===== src/rtl/rgb_stream_packer.sv =====
// rgb_stream_packer
// Packs a 24-bit {b,g,r} pixel stream four-pixels-into-three-words onto a
// 32-bit AXI4-Stream video bus. Frame start maps to tuser and end of line to
// tlast. A line that does not end on a word boundary is closed with a
// tkeep-qualified flush word. A frame start that arrives mid-group is flagged
// with a sticky alignment error, and frame_done pulses once the last word of
// the last line has been taken by the sink.
module rgb_stream_packer #(
   parameter int DATA_W = 32,
   parameter int PIX_W  = 24
) (
   input  logic                clk,
   input  logic                reset,
   input  logic [PIX_W-1:0]    in_data,
   input  logic                in_valid,
   input  logic                in_first,
   input  logic                in_last_x,
   input  logic                in_last_y,
   output logic                in_ready,
   output logic [DATA_W-1:0]   out_tdata,
   output logic [DATA_W/8-1:0] out_tkeep,
   output logic                out_tvalid,
   input  logic                out_tready,
   output logic                out_tuser,
   output logic                out_tlast,
   output logic                err_align,
   output logic                frame_done
);

   typedef enum logic [0:0] {
      RUN   = 1'b0,
      FLUSH = 1'b1
   } state_t;

   state_t              state;
   state_t              state_next;

   logic [1:0]          ph;
   logic [1:0]          ph_next;
   logic [PIX_W-1:0]    res;
   logic [PIX_W-1:0]    res_next;
   logic                sf;
   logic                sf_next;
   logic [DATA_W/8-1:0] flush_keep;
   logic [DATA_W/8-1:0] flush_keep_next;
   logic                flush_eof;
   logic                flush_eof_next;
   logic                out_eof;

   logic                accept;
   logic [1:0]          eff_ph;
   logic                pend_sof;
   logic                misalign;
   logic                load;
   logic [DATA_W-1:0]   load_data;
   logic [DATA_W/8-1:0] load_keep;
   logic                load_user;
   logic                load_last;
   logic                load_eof;

   // A pixel may only be taken while running and the single output register
   // is free or being emptied this cycle.
   assign in_ready = !reset && (state == RUN) && (!out_tvalid || out_tready);

   // Next-state and word-building logic: decides what (if anything) is loaded
   // into the output register and how the phase, residual and flags advance.
   always_comb begin
      state_next      = state;
      ph_next         = ph;
      res_next        = res;
      sf_next         = sf;
      flush_keep_next = flush_keep;
      flush_eof_next  = flush_eof;
      load            = 1'b0;
      load_data       = '0;
      load_keep       = '0;
      load_user       = 1'b0;
      load_last       = 1'b0;
      load_eof        = 1'b0;
      misalign        = 1'b0;
      accept          = in_valid && in_ready;
      eff_ph          = in_first ? 2'd0 : ph;
      pend_sof        = sf || in_first;

      case (state)
         RUN: begin
            if (accept) begin
               misalign  = in_first && (ph != 2'd0);
               ph_next   = in_last_x ? 2'd0 : eff_ph + 2'd1;
               load_user = pend_sof;
               case (eff_ph)
                  2'd0: begin
                     res_next = in_data;
                     if (in_last_x) begin
                        load      = 1'b1;
                        load_data = {8'h00, in_data};
                        load_keep = 4'b0111;
                        load_last = 1'b1;
                        load_eof  = in_last_y;
                     end
                  end
                  2'd1: begin
                     load      = 1'b1;
                     load_data = {in_data[7:0], res};
                     load_keep = 4'b1111;
                     res_next  = {8'h00, in_data[23:8]};
                     if (in_last_x) begin
                        state_next      = FLUSH;
                        flush_keep_next = 4'b0011;
                        flush_eof_next  = in_last_y;
                     end
                  end
                  2'd2: begin
                     load      = 1'b1;
                     load_data = {in_data[15:0], res[15:0]};
                     load_keep = 4'b1111;
                     res_next  = {16'h0000, in_data[23:16]};
                     if (in_last_x) begin
                        state_next      = FLUSH;
                        flush_keep_next = 4'b0001;
                        flush_eof_next  = in_last_y;
                     end
                  end
                  2'd3: begin
                     load      = 1'b1;
                     load_data = {in_data, res[7:0]};
                     load_keep = 4'b1111;
                     load_last = in_last_x;
                     load_eof  = in_last_x && in_last_y;
                  end
               endcase
               sf_next = load ? 1'b0 : pend_sof;
            end
         end
         FLUSH: begin
            if (!out_tvalid || out_tready) begin
               load       = 1'b1;
               load_data  = {8'h00, res};
               load_keep  = flush_keep;
               load_user  = sf;
               load_last  = 1'b1;
               load_eof   = flush_eof;
               sf_next    = 1'b0;
               state_next = RUN;
            end
         end
      endcase
   end

   // FSM state register.
   always_ff @(posedge clk) begin
      if (reset) begin
         state <= RUN;
      end else begin
         state <= state_next;
      end
   end

   // Packing context: phase, residual bytes, pending frame start and the
   // shape of a queued flush word.
   always_ff @(posedge clk) begin
      if (reset) begin
         ph         <= 2'd0;
         res        <= '0;
         sf         <= 1'b0;
         flush_keep <= '0;
         flush_eof  <= 1'b0;
      end else begin
         ph         <= ph_next;
         res        <= res_next;
         sf         <= sf_next;
         flush_keep <= flush_keep_next;
         flush_eof  <= flush_eof_next;
      end
   end

   // Output register: loads a new word when one is built, otherwise drops
   // valid once the sink has taken the current word, and holds under stall.
   always_ff @(posedge clk) begin
      if (reset) begin
         out_tvalid <= 1'b0;
         out_tdata  <= '0;
         out_tkeep  <= '0;
         out_tuser  <= 1'b0;
         out_tlast  <= 1'b0;
         out_eof    <= 1'b0;
      end else if (load) begin
         out_tvalid <= 1'b1;
         out_tdata  <= load_data;
         out_tkeep  <= load_keep;
         out_tuser  <= load_user;
         out_tlast  <= load_last;
         out_eof    <= load_eof;
      end else if (out_tready) begin
         out_tvalid <= 1'b0;
      end
   end

   // Status: sticky misalignment flag and the end-of-frame pulse raised the
   // cycle after the final word of the last line is handed over.
   always_ff @(posedge clk) begin
      if (reset) begin
         err_align  <= 1'b0;
         frame_done <= 1'b0;
      end else begin
         if (misalign) begin
            err_align <= 1'b1;
         end
         frame_done <= out_tvalid && out_tready && out_tlast && out_eof;
      end
   end

endmodule


===== config.mk =====
export PLATFORM = sky130hd
export DESIGN_NAME = rgb_stream_packer
export DESIGN_NICKNAME = d
export VERILOG_FILES = /design/src/rtl/rgb_stream_packer.sv
export SDC_FILE = /design/constraint.sdc
export NUM_CORES = 1
export LEC_CHECK = 0
export ABC_AREA = 1
export CAP_MARGIN = 20
export CORE_UTILIZATION = 45
export CTS_BUF_LIST = sky130_fd_sc_hd__clkbuf_8
export DETAILED_ROUTE_END_ITERATION = 10
export PLACE_DENSITY = 0.69
export SLEW_MARGIN = 30
export SYNTH_ARGS = -nofsm -noshare
export SYNTH_HDL_FRONTEND = slang
export SYNTH_SLANG_ARGS = --single-unit

===== constraint.sdc =====
create_clock -name clk -period 2.1 [get_ports clk]
set_clock_uncertainty 0.1 [all_clocks]
set_input_delay 0.21 -clock clk [delete_from_list [all_inputs] [get_ports clk]]
set_output_delay 0.21 -clock clk [all_outputs]
set_load 0.1 [all_outputs]

==> results of run 1 <==
[cells in the mapped netlist (6+ instances only)]
| cell type | number |
|---|---|
| inv_1 | 29 |
| a21oi_1 | 27 |
| buf_4 | 7 |
| nand3_1 | 45 |
| clkbuf_1 | 18 |
| nand2_1 | 272 |
| nor2_1 | 142 |
| ha_1 | 6 |
| dfxtp_1 | 73 |
| buf_2 | 24 |
| o21ai_1 | 6 |
| nand3b_1 | 29 |
| o21ai_0 | 61 |
[power groups by stage]
| stage | Sequential [µW] | Clock, µW | Combinational [µW] |
|---|---|---|---|
| floorplan | 1860 | 0 | 363 |
| global placement | 1550 | 0 | 1000 |
| detailed placement | 1550 | 0 | 1000 |
| CTS | 1520 | 1320 | 1010 |
| global route | 1530 | 1370 | 1090 |
| finish | 1520 | 1300 | 1010 |
[per-stage QoR]
step | total power, µW | hold slack (ns) | setup WS (ns) | cells | cell area, µm²
floorplan | 2220 | 0.256 | 0.163 | 765 | 4540
global route | 3990 | 0.364 | 0.00179 | 984 | 5770
global placement | 2550 | 0.338 | -0.167 | 968 | 5520
finish | 3840 | 0.329 | 0.177 | 984 | 5770
detailed placement | 2560 | 0.353 | -0.153 | 968 | 5520
CTS | 3840 | 0.328 | 0.147 | 984 | 5750
[flip-flops by register name, summed over array words and instances, names as in the netlist]
signal / cells
out_tdata: 32
res: 24
out_tkeep: 4
flush_keep: 2
ph: 2
err_align: 1
flush_eof: 1
frame_done: 1
out_eof: 1
out_tlast: 1
out_tuser: 1
out_tvalid: 1
sf: 1
state: 1
[critical path: stages, from the launching register on]
cell,delay (ns)
dfxtp_1,0.33
inv_1,0.06
nor2_1,0.13
inv_1,0.10
ha_1,0.24
clkinv_1,0.08
buf_4,0.15
nand2_1,0.05
o21ai_0,0.20
nor2_1,0.06
nor2_1,0.24
nor2_1,0.06
[area by class of cell]
type,instances,share of cell area
repair buffers,121,0.186
well taps,133,0.0289
inverters,36,0.0234
flip-flops and latches,73,0.254
multi-input cells,605,0.468
clock inverters,5,0.0135
clock buffers,11,0.0263
[metal layers]
metal | vias to the layer above | global-route usage | share of wire
met5 | - | 0 | 0
met4 | 0 | 0.132 | 0.026
met3 | 33 | 0.0397 | 0.071
met2 | 222 | 0.454 | 0.43
met1 | 2339 | 0.428 | 0.47
li1 | 2570 | - | -
[repair_timing]
item / CTS / global route
gates resized for setup: 0 / 5
hold endpoints to repair: 0 / 0
hold buffers: 0 / 0
endpoints found under the setup margin: 0 / 5
[cells by family (layout without fill, tap and decap cells)]
family / Yosys count / count (layout)
AO/OA/AOI/OAI: 95 / 95
adder cells (fa/ha/maj): 6 / 6
buffers and inverters: 87 / 173
flip-flops: 73 / 73
AND/OR/NAND/NOR: 504 / 504
[final timing paths]
| kind | startpoint | endpoint | cells after the start | slack [ns] |
|---|---|---|---|---|
| setup / recovery | ph[0] | out_tdata[22] | 11 | 0.18 |
| hold / removal | out_tready | frame_done | 3 | 0.33 |
| setup reg to reg | ph[0] | out_tdata[22] | 11 | 0.18 |
| hold reg to reg | out_eof | frame_done | 2 | 0.36 |
==> results.sh, run 1 <==
export IMPL_firstDrtPassIters=5
export IMPL_synthSimpleGateAreaFrac=0.470
export IMPL_fill_cells=977
export IMPL_cts_tree="yes"
export IMPL_avgRoutedWirePerCell_um=15.4
export IMPL_yosys_warnings=0
export IMPL_path_clk_slew_ns=0.08
export IMPL_die_area_um2=10500
export IMPL_synth_xor_area_frac=0
export IMPL_yosys_top_cells_area="dfxtp_1 (32%), nand2_1 (22%), nor2_1 (12%)"
export IMPL_numPortBuffers=72
export IMPL_fin_crit_ns=1.92
export IMPL_hold_class="in -> reg"
export IMPL_synth_seq_area_share=0.322
export IMPL_antenna_found_initial=0
export IMPL_num_rows=36
export IMPL_synth_edf_count=0
export IMPL_rsz0062_at_grt="no"
export IMPL_grt_ovfl_total=0
export IMPL_routed_wl_um=15100
export IMPL_diodes=0
export IMPL_setup_violations=0
export IMPL_drc_errors=0
export IMPL_post_cts_setup_buffer_count=0
export IMPL_cts_root_buffer="clkbuf_8"
export IMPL_hold_violations=0
export IMPL_synth_compound_area_frac=0.105
export IMPL_powerDensity_nw_per_um2=666
export IMPL_grt_usage=0.302
export IMPL_cts_sinks=73
export IMPL_switchingPower_uw=1340
export IMPL_initial_core_util=0.464
export IMPL_seqPwrFrac=0.397
export IMPL_ios=73
export IMPL_die_x_um=102
export IMPL_maxSlewHeadroom=0.687
export IMPL_end_kind="flip-flop"
export IMPL_critPathArrivalTime_ns=2.08
export IMPL_finish_utilization=0.590
export IMPL_fp_dieH_um=102
export IMPL_timing_setup_tns_ns=0
export IMPL_syn2layout_area_growth_pct=27.0
export IMPL_status="finished clean"
export IMPL_yosys_mux_area_fraction=0
export IMPL_max_freq_mhz=520
export IMPL_cts_buffers=9
export IMPL_postRouteAntennaNets=0
export IMPL_crit_type="reg -> reg"
export IMPL_synth_top_area_frac=0.322
export IMPL_nets=883
export IMPL_syn_area_um2=4540
export IMPL_final_layout_size_suffix_gt1_frac=0.145
export IMPL_internal_power_uw=2500
export IMPL_synth_top_family_by_area="simple AND/OR/NAND/NOR gates"
export IMPL_via_per_inst=5.25
export IMPL_worst_slew_pin_slew_ns=0.468
export IMPL_layout_commonest_cell="nand2_1"
export IMPL_grt_pass1_wl_um=23900
export IMPL_clk_latency_ns=0.37
export IMPL_vdd_drop_max_v=0.000320
export IMPL_grt_pass1_vias=4488
export IMPL_clock_path_buffers=2
export IMPL_synthArstFlopShare=0
export IMPL_yosys_most_used_dff="dfxtp_1"
export IMPL_dr_total_vias=5164
export IMPL_layout_common_cells="nand2_1 (272), nor2_1 (142), buf_4 (83)"
export IMPL_gp_congestion=0.928
export IMPL_period_share=0.916
export IMPL_drv_cap=0
export IMPL_multi_input_area_um2=2700
export IMPL_synth_top_area_cell="dfxtp_1"
export IMPL_dr_first_iter_drc_count=325
export IMPL_worstPathRequired_ns=2.26
export IMPL_grt_max_degree=40
export IMPL_htree_levels=3
export IMPL_netlist_instances=765
export IMPL_place_hpwl_um=10900
export IMPL_syn_nets=802
export IMPL_layout_area_seq_um2=1460
export IMPL_leakagePower_uw=0.00270
export IMPL_swShare=0.349
export IMPL_crit_fanout=7
export IMPL_synth_adder_area_share=0.0165
export IMPL_p_comb_frac=0.264
export IMPL_synth_avg_cell_area_um2=5.93
export IMPL_drv_slew=0
export IMPL_core_area_um2=9770
export IMPL_clkPwrFrac=0.338
export IMPL_start_kind="flip-flop"
export IMPL_synth_cell_types=28
export IMPL_synth_seq_cells=73
No activity file was read; power rests on OpenSTA's default activity.
==> run 2: changes to the inputs <==
--- a/config.mk
+++ b/config.mk
@@ -7,10 +7,10 @@
 export LEC_CHECK = 0
 export ABC_AREA = 1
 export CAP_MARGIN = 20
-export CORE_UTILIZATION = 45
+export CORE_UTILIZATION = 55
 export CTS_BUF_LIST = sky130_fd_sc_hd__clkbuf_8
 export DETAILED_ROUTE_END_ITERATION = 10
-export PLACE_DENSITY = 0.69
+export PLACE_DENSITY = 0.82
 export SLEW_MARGIN = 30
 export SYNTH_ARGS = -nofsm -noshare
 export SYNTH_HDL_FRONTEND = slang
==> run 2 against run 1 <==
Global-route usage up 4.9 points; critical path depth unchanged; fmax down 2.3%; die area down 18%; combinational power about the same; critical endpoint is now res[6]; total power down 0.32%; via count about the same; largest cell class unchanged.
==> results.sh, run 2 (synthesis gave the netlist of run 1 again) <==
export IMPL_cts_tree="yes"
export IMPL_hold_class="in -> reg"
export IMPL_post_cts_setup_buffer_count=0
export IMPL_period_share=0.937
export IMPL_grt_ovfl_total=0
export IMPL_layout_commonest_cell="nand2_1"
export IMPL_leakagePower_uw=0.00271
export IMPL_cts_buffers=9
export IMPL_fin_area_um2=5740
export IMPL_gp_congestion=0.918
export IMPL_ios=73
export IMPL_drc_errors=0
export IMPL_syn2layout_area_growth_pct=26.5
export IMPL_top_register="out_tdata"
export IMPL_path_clk_slew_ns=0.09
export IMPL_crit_type="reg -> reg"
export IMPL_status="finished clean"
export IMPL_fill_cells=675
export IMPL_ctsHoldBuffers=0
export IMPL_via_per_inst=5.43
export IMPL_grt_max_degree=40
export IMPL_die_area_um2=8620
export IMPL_crit_fanout=9
export IMPL_place_ws_ns=-0.178
export IMPL_worst_slack_ns=0.132
export IMPL_max_freq_mhz=508
export IMPL_initial_core_util=0.578
export IMPL_fp_dieH_um=92.9
export IMPL_cts_repair_resized=0
export IMPL_clk_latency_ns=0.35
export IMPL_dr_first_iter_drc_count=413
export IMPL_htree_levels=3
export IMPL_diodes=0
export IMPL_maxSlewHeadroom=0.708
export IMPL_place_hpwl_um=10400
export IMPL_num_rows=32
export IMPL_critPathArrivalTime_ns=2.16
export IMPL_cts_sinks=73
export IMPL_drv_cap=0
export IMPL_worst_slew_pin_slew_ns=0.438
export IMPL_drv_slew=0
export IMPL_worstPathRequired_ns=2.30
export IMPL_antenna_found_initial=0
export IMPL_numPortBuffers=72
export IMPL_place_area_um2=5510
export IMPL_hold_violations=0
export IMPL_clock_path_buffers=2
export IMPL_grt_pass1_vias=4725
export IMPL_start_kind="flip-flop"
export IMPL_powerDensity_nw_per_um2=666
export IMPL_end_kind="flip-flop"
export IMPL_layout_common_cells="nand2_1 (272), nor2_1 (142), buf_4 (80)"
export IMPL_final_layout_size_suffix_gt1_frac=0.141
export IMPL_grt_usage=0.351
export IMPL_timing_setup_tns_ns=0
export IMPL_routed_wl_um=14500
export IMPL_reg_top3="out_tdata (32), res (24), out_tkeep (4)"
export IMPL_firstDrtPassIters=5
export IMPL_multi_input_area_um2=2690
export IMPL_largest_reg_flops=32
export IMPL_cts_root_buffer="clkbuf_8"
export IMPL_nets=882
export IMPL_core_area_um2=7850
export IMPL_grt_pass1_wl_um=23400
export IMPL_die_x_um=92.9
export IMPL_vdd_drop_max_v=0.000388
export IMPL_fin_crit_ns=1.97
export IMPL_rsz0062_at_grt="no"
export IMPL_postRouteAntennaNets=0
export IMPL_dr_total_vias=5165
export IMPL_setup_violations=0
export IMPL_avgRoutedWirePerCell_um=15.2
export IMPL_layout_area_seq_um2=1460
-- run 2: critical path: stages, from the launching register on --
cell and delay (ns):
dfxtp_1 0.35, inv_1 0.05, nor2_1 0.12, buf_4 0.14, ha_1 0.25, clkinv_1 0.13
buf_4 0.19, o21ai_0 0.28, nand2_1 0.10, nand2_1 0.07, nor2_1 0.04, nor2_1 0.11
-- run 2: area by class of cell --
| class | count | area share |
|---|---|---|
| flip-flops and latches | 73 | 0.255 |
| clock buffers | 11 | 0.0264 |
| inverters | 36 | 0.0235 |
| multi-input cells | 605 | 0.468 |
| well taps | 102 | 0.0222 |
| clock inverters | 5 | 0.0135 |
| repair buffers | 120 | 0.192 |
-- run 2: where the power goes --
group	switching [µW]	total (µW)	internal (µW)
Combinational	707	1020	308
Sequential	60.1	1520	1460
Clock	554	1290	733
-- run 2: stage by stage --
stage | hold WS [ns] | util | total power (µW) | std cells
3_3_place_gp | 0.332 | 0.703 | 2550 | 936
5_1_grt | 0.372 | 0.732 | 3980 | 952
4_1_cts | 0.352 | 0.732 | 3820 | 952
2_1_floorplan | 0.256 | - | 2220 | 765
3_5_place_dp | 0.355 | 0.703 | 2560 | 936
6_report | 0.352 | 0.732 | 3830 | 952
-- run 2: worst paths after layout --
path / start / to / slack (ns) / cells after the start
max reg2reg: ph[1] / res[6] / 0.13 / 11
max: ph[1] / res[6] / 0.13 / 11
min: out_tready / frame_done / 0.35 / 3
min reg2reg: out_eof / frame_done / 0.36 / 2
-- run 2: metal layers --
| metal | vias up | GRT usage | routed length [µm] |
|---|---|---|---|
| met5 | - | 0 | 0 |
| met4 | 0 | 0.132 | 412 |
| met3 | 32 | 0.0632 | 1050 |
| met2 | 248 | 0.559 | 6530 |
| met1 | 2322 | 0.471 | 6490 |
| li1 | 2563 | - | - |
==> run 3: changes to the inputs <==
--- a/config.mk
+++ b/config.mk
@@ -10,7 +10,9 @@
 export CORE_UTILIZATION = 55
 export CTS_BUF_LIST = sky130_fd_sc_hd__clkbuf_8
 export DETAILED_ROUTE_END_ITERATION = 10
+export GPL_ROUTABILITY_DRIVEN = 0
 export PLACE_DENSITY = 0.82
+export REMOVE_ABC_BUFFERS = 1
 export SLEW_MARGIN = 30
 export SYNTH_ARGS = -nofsm -noshare
 export SYNTH_HDL_FRONTEND = slang
==> run 3 against run 2 <==
Die area stayed put; wire length down 4.7%; via count is 1.5% higher; sequential share of layout area is 0.22 points higher; fmax grew 4.2%; worst setup slack improved by 0.079 ns; count of clock-buffer cells in the layout unchanged; clock power increased by 9%; worst hold slack got worse by 0.012 ns; global-route usage shrank 1.4 points; register-to-register slack improved by 0.08 ns.
==> results.sh, run 3 (synthesis gave the netlist of run 1 again) <==
export IMPL_status="finished clean"
export IMPL_initial_core_util=0.578
export IMPL_crit_top_cell="nor2_1"
export IMPL_ctsHoldBuffers=0
export IMPL_nets=875
export IMPL_cts_repair_resized=0
export IMPL_grt_pass1_wl_um=23200
export IMPL_clock_path_buffers=2
export IMPL_place_ws_ns=-0.114
export IMPL_numPortBuffers=72
export IMPL_place_hpwl_um=9300
export IMPL_ios=73
export IMPL_clk_latency_ns=0.35
export IMPL_cts_tree="yes"
export IMPL_switchingPower_uw=1300
export IMPL_die_x_um=92.9
export IMPL_top_register="out_tdata"
export IMPL_path_clk_slew_ns=0.08
export IMPL_firstDrtPassIters=5
export IMPL_p_comb_frac=0.254
export IMPL_syn2layout_area_growth_pct=25.3
export IMPL_core_area_um2=7850
export IMPL_largest_reg_flops=32
export IMPL_drv_slew=0
export IMPL_internal_power_uw=2620
export IMPL_maxSlewHeadroom=0.675
export IMPL_worst_slew_pin_slew_ns=0.486
export IMPL_diodes=0
export IMPL_cpPeakStageDelay_ns=0.33
export IMPL_hold_class="in -> reg"
export IMPL_leakagePower_uw=0.00267
export IMPL_grt_pass1_vias=5034
export IMPL_final_layout_size_suffix_gt1_frac=0.134
export IMPL_cts_sinks=73
export IMPL_vdd_drop_max_v=0.000321
export IMPL_fill_cells=687
export IMPL_drv_cap=0
export IMPL_routed_wl_um=13800
export IMPL_via_per_inst=5.56
export IMPL_drc_errors=0
export IMPL_seqPwrFrac=0.387
export IMPL_fp_dieH_um=92.9
export IMPL_critPathArrivalTime_ns=2.08
export IMPL_avgRoutedWirePerCell_um=14.6
export IMPL_antenna_found_initial=0
export IMPL_post_cts_setup_buffer_count=0
export IMPL_powerDensity_nw_per_um2=689
export IMPL_grt_usage=0.337
export IMPL_end_kind="flip-flop"
export IMPL_dr_first_iter_drc_count=495
export IMPL_slowest_stage="dfxtp_1"
export IMPL_dr_total_vias=5245
export IMPL_grt_max_degree=36
export IMPL_period_share=0.899
export IMPL_cts_buffers=9
export IMPL_die_area_um2=8620
export IMPL_hold_violations=0
export IMPL_setup_violations=0
export IMPL_layout_common_cells="nand2_1 (272), nor2_1 (142), buf_4 (75)"
export IMPL_rsz0062_at_grt="no"
export IMPL_start_kind="flip-flop"
export IMPL_postRouteAntennaNets=0
export IMPL_worstPathRequired_ns=2.29
export IMPL_layout_commonest_cell="nand2_1"
export IMPL_num_rows=32
export IMPL_reg_top3="out_tdata (32), res (24), out_tkeep (4)"
export IMPL_fin_crit_ns=1.89
export IMPL_clkPwrFrac=0.359
export IMPL_max_freq_mhz=530
export IMPL_timing_setup_tns_ns=0
export IMPL_cts_root_buffer="clkbuf_8"
export IMPL_crit_type="reg -> reg"
export IMPL_grt_ovfl_total=0
export IMPL_worst_slack_ns=0.212
export IMPL_crit_path_cell_trace="inv_1, nor2_1, buf_4, ha_1, inv_1, nand2_2, nand2_1, nand2_1, nand2_1, nor2_1, nor2_1, nor2_1"
export IMPL_swShare=0.332
export IMPL_htree_levels=3
export IMPL_crit_fanout=9
## run 3: cell count changes in the layout (fill, tap and decap cells not counted), sizes merged
| cell | before | now |
|---|---|---|
| clkinv | 5 | 4 |
| bufinv | 2 | 3 |
| inv | 34 | 33 |
| buf | 90 | 83 |
## run 3: worst max-delay path: cells and delay by family (launching register included)
kind                     cells  cell delay, ns
buffers and inverters        3            0.30
AND/OR/NAND/NOR              8            0.84
flip-flops                   1            0.33
adder cells (fa/ha/maj)      1            0.26
## run 3: final timing paths
| kind | cells after the start | end | from | slack [ns] |
|---|---|---|---|---|
| worst max-delay path | 12 | out_tdata[13] | ph[0] | 0.21 |
| worst min-delay path | 3 | frame_done | out_tready | 0.34 |
| worst max register to register | 12 | out_tdata[13] | ph[0] | 0.21 |
| worst min register to register | 2 | frame_done | out_eof | 0.36 |
## run 3: final cells by class
type                            count  area, µm²  area share
Multi-Input combinational cell    605       2690       0.473
Clock inverter                      4       98.8      0.0174
Timing Repair Buffer              113       1020       0.180
Sequential cell                    73       1460       0.257
Tap cell                          102        128      0.0224
Inverter                           36        135      0.0238
Clock buffer                       11        151      0.0266
## run 3: power by group through the flow
stage	registers, µW	clock network, µW	logic (µW)
2_1_floorplan	1860	0	329
3_3_place_gp	1540	0	971
3_5_place_dp	1550	0	982
4_1_cts	1510	1410	989
5_1_grt	1530	1470	1070
6_report	1520	1410	996
## run 3: per-layer routing
metal / vias up / global-route usage / routed length, µm
met2: 303 / 0.560 / 6530
li1: 2555 / - / -
met1: 2335 / 0.422 / 5530
met3: 52 / 0.0419 / 1220
met5: - / 0 / 0
met4: 0 / 0.186 / 514
## run 3: through the flow
step           utilization  instance area (µm²)  std cells  total power, µW  hold slack [ns]
3_5_place_dp         0.693                 5440        929             2530            0.340
3_3_place_gp         0.693                 5440        929             2510            0.331
2_1_floorplan            -                 4280        714             2190            0.179
4_1_cts              0.724                 5690        944             3920            0.333
6_report             0.725                 5690        944             3920            0.340
5_1_grt              0.725                 5690        944             4070            0.371
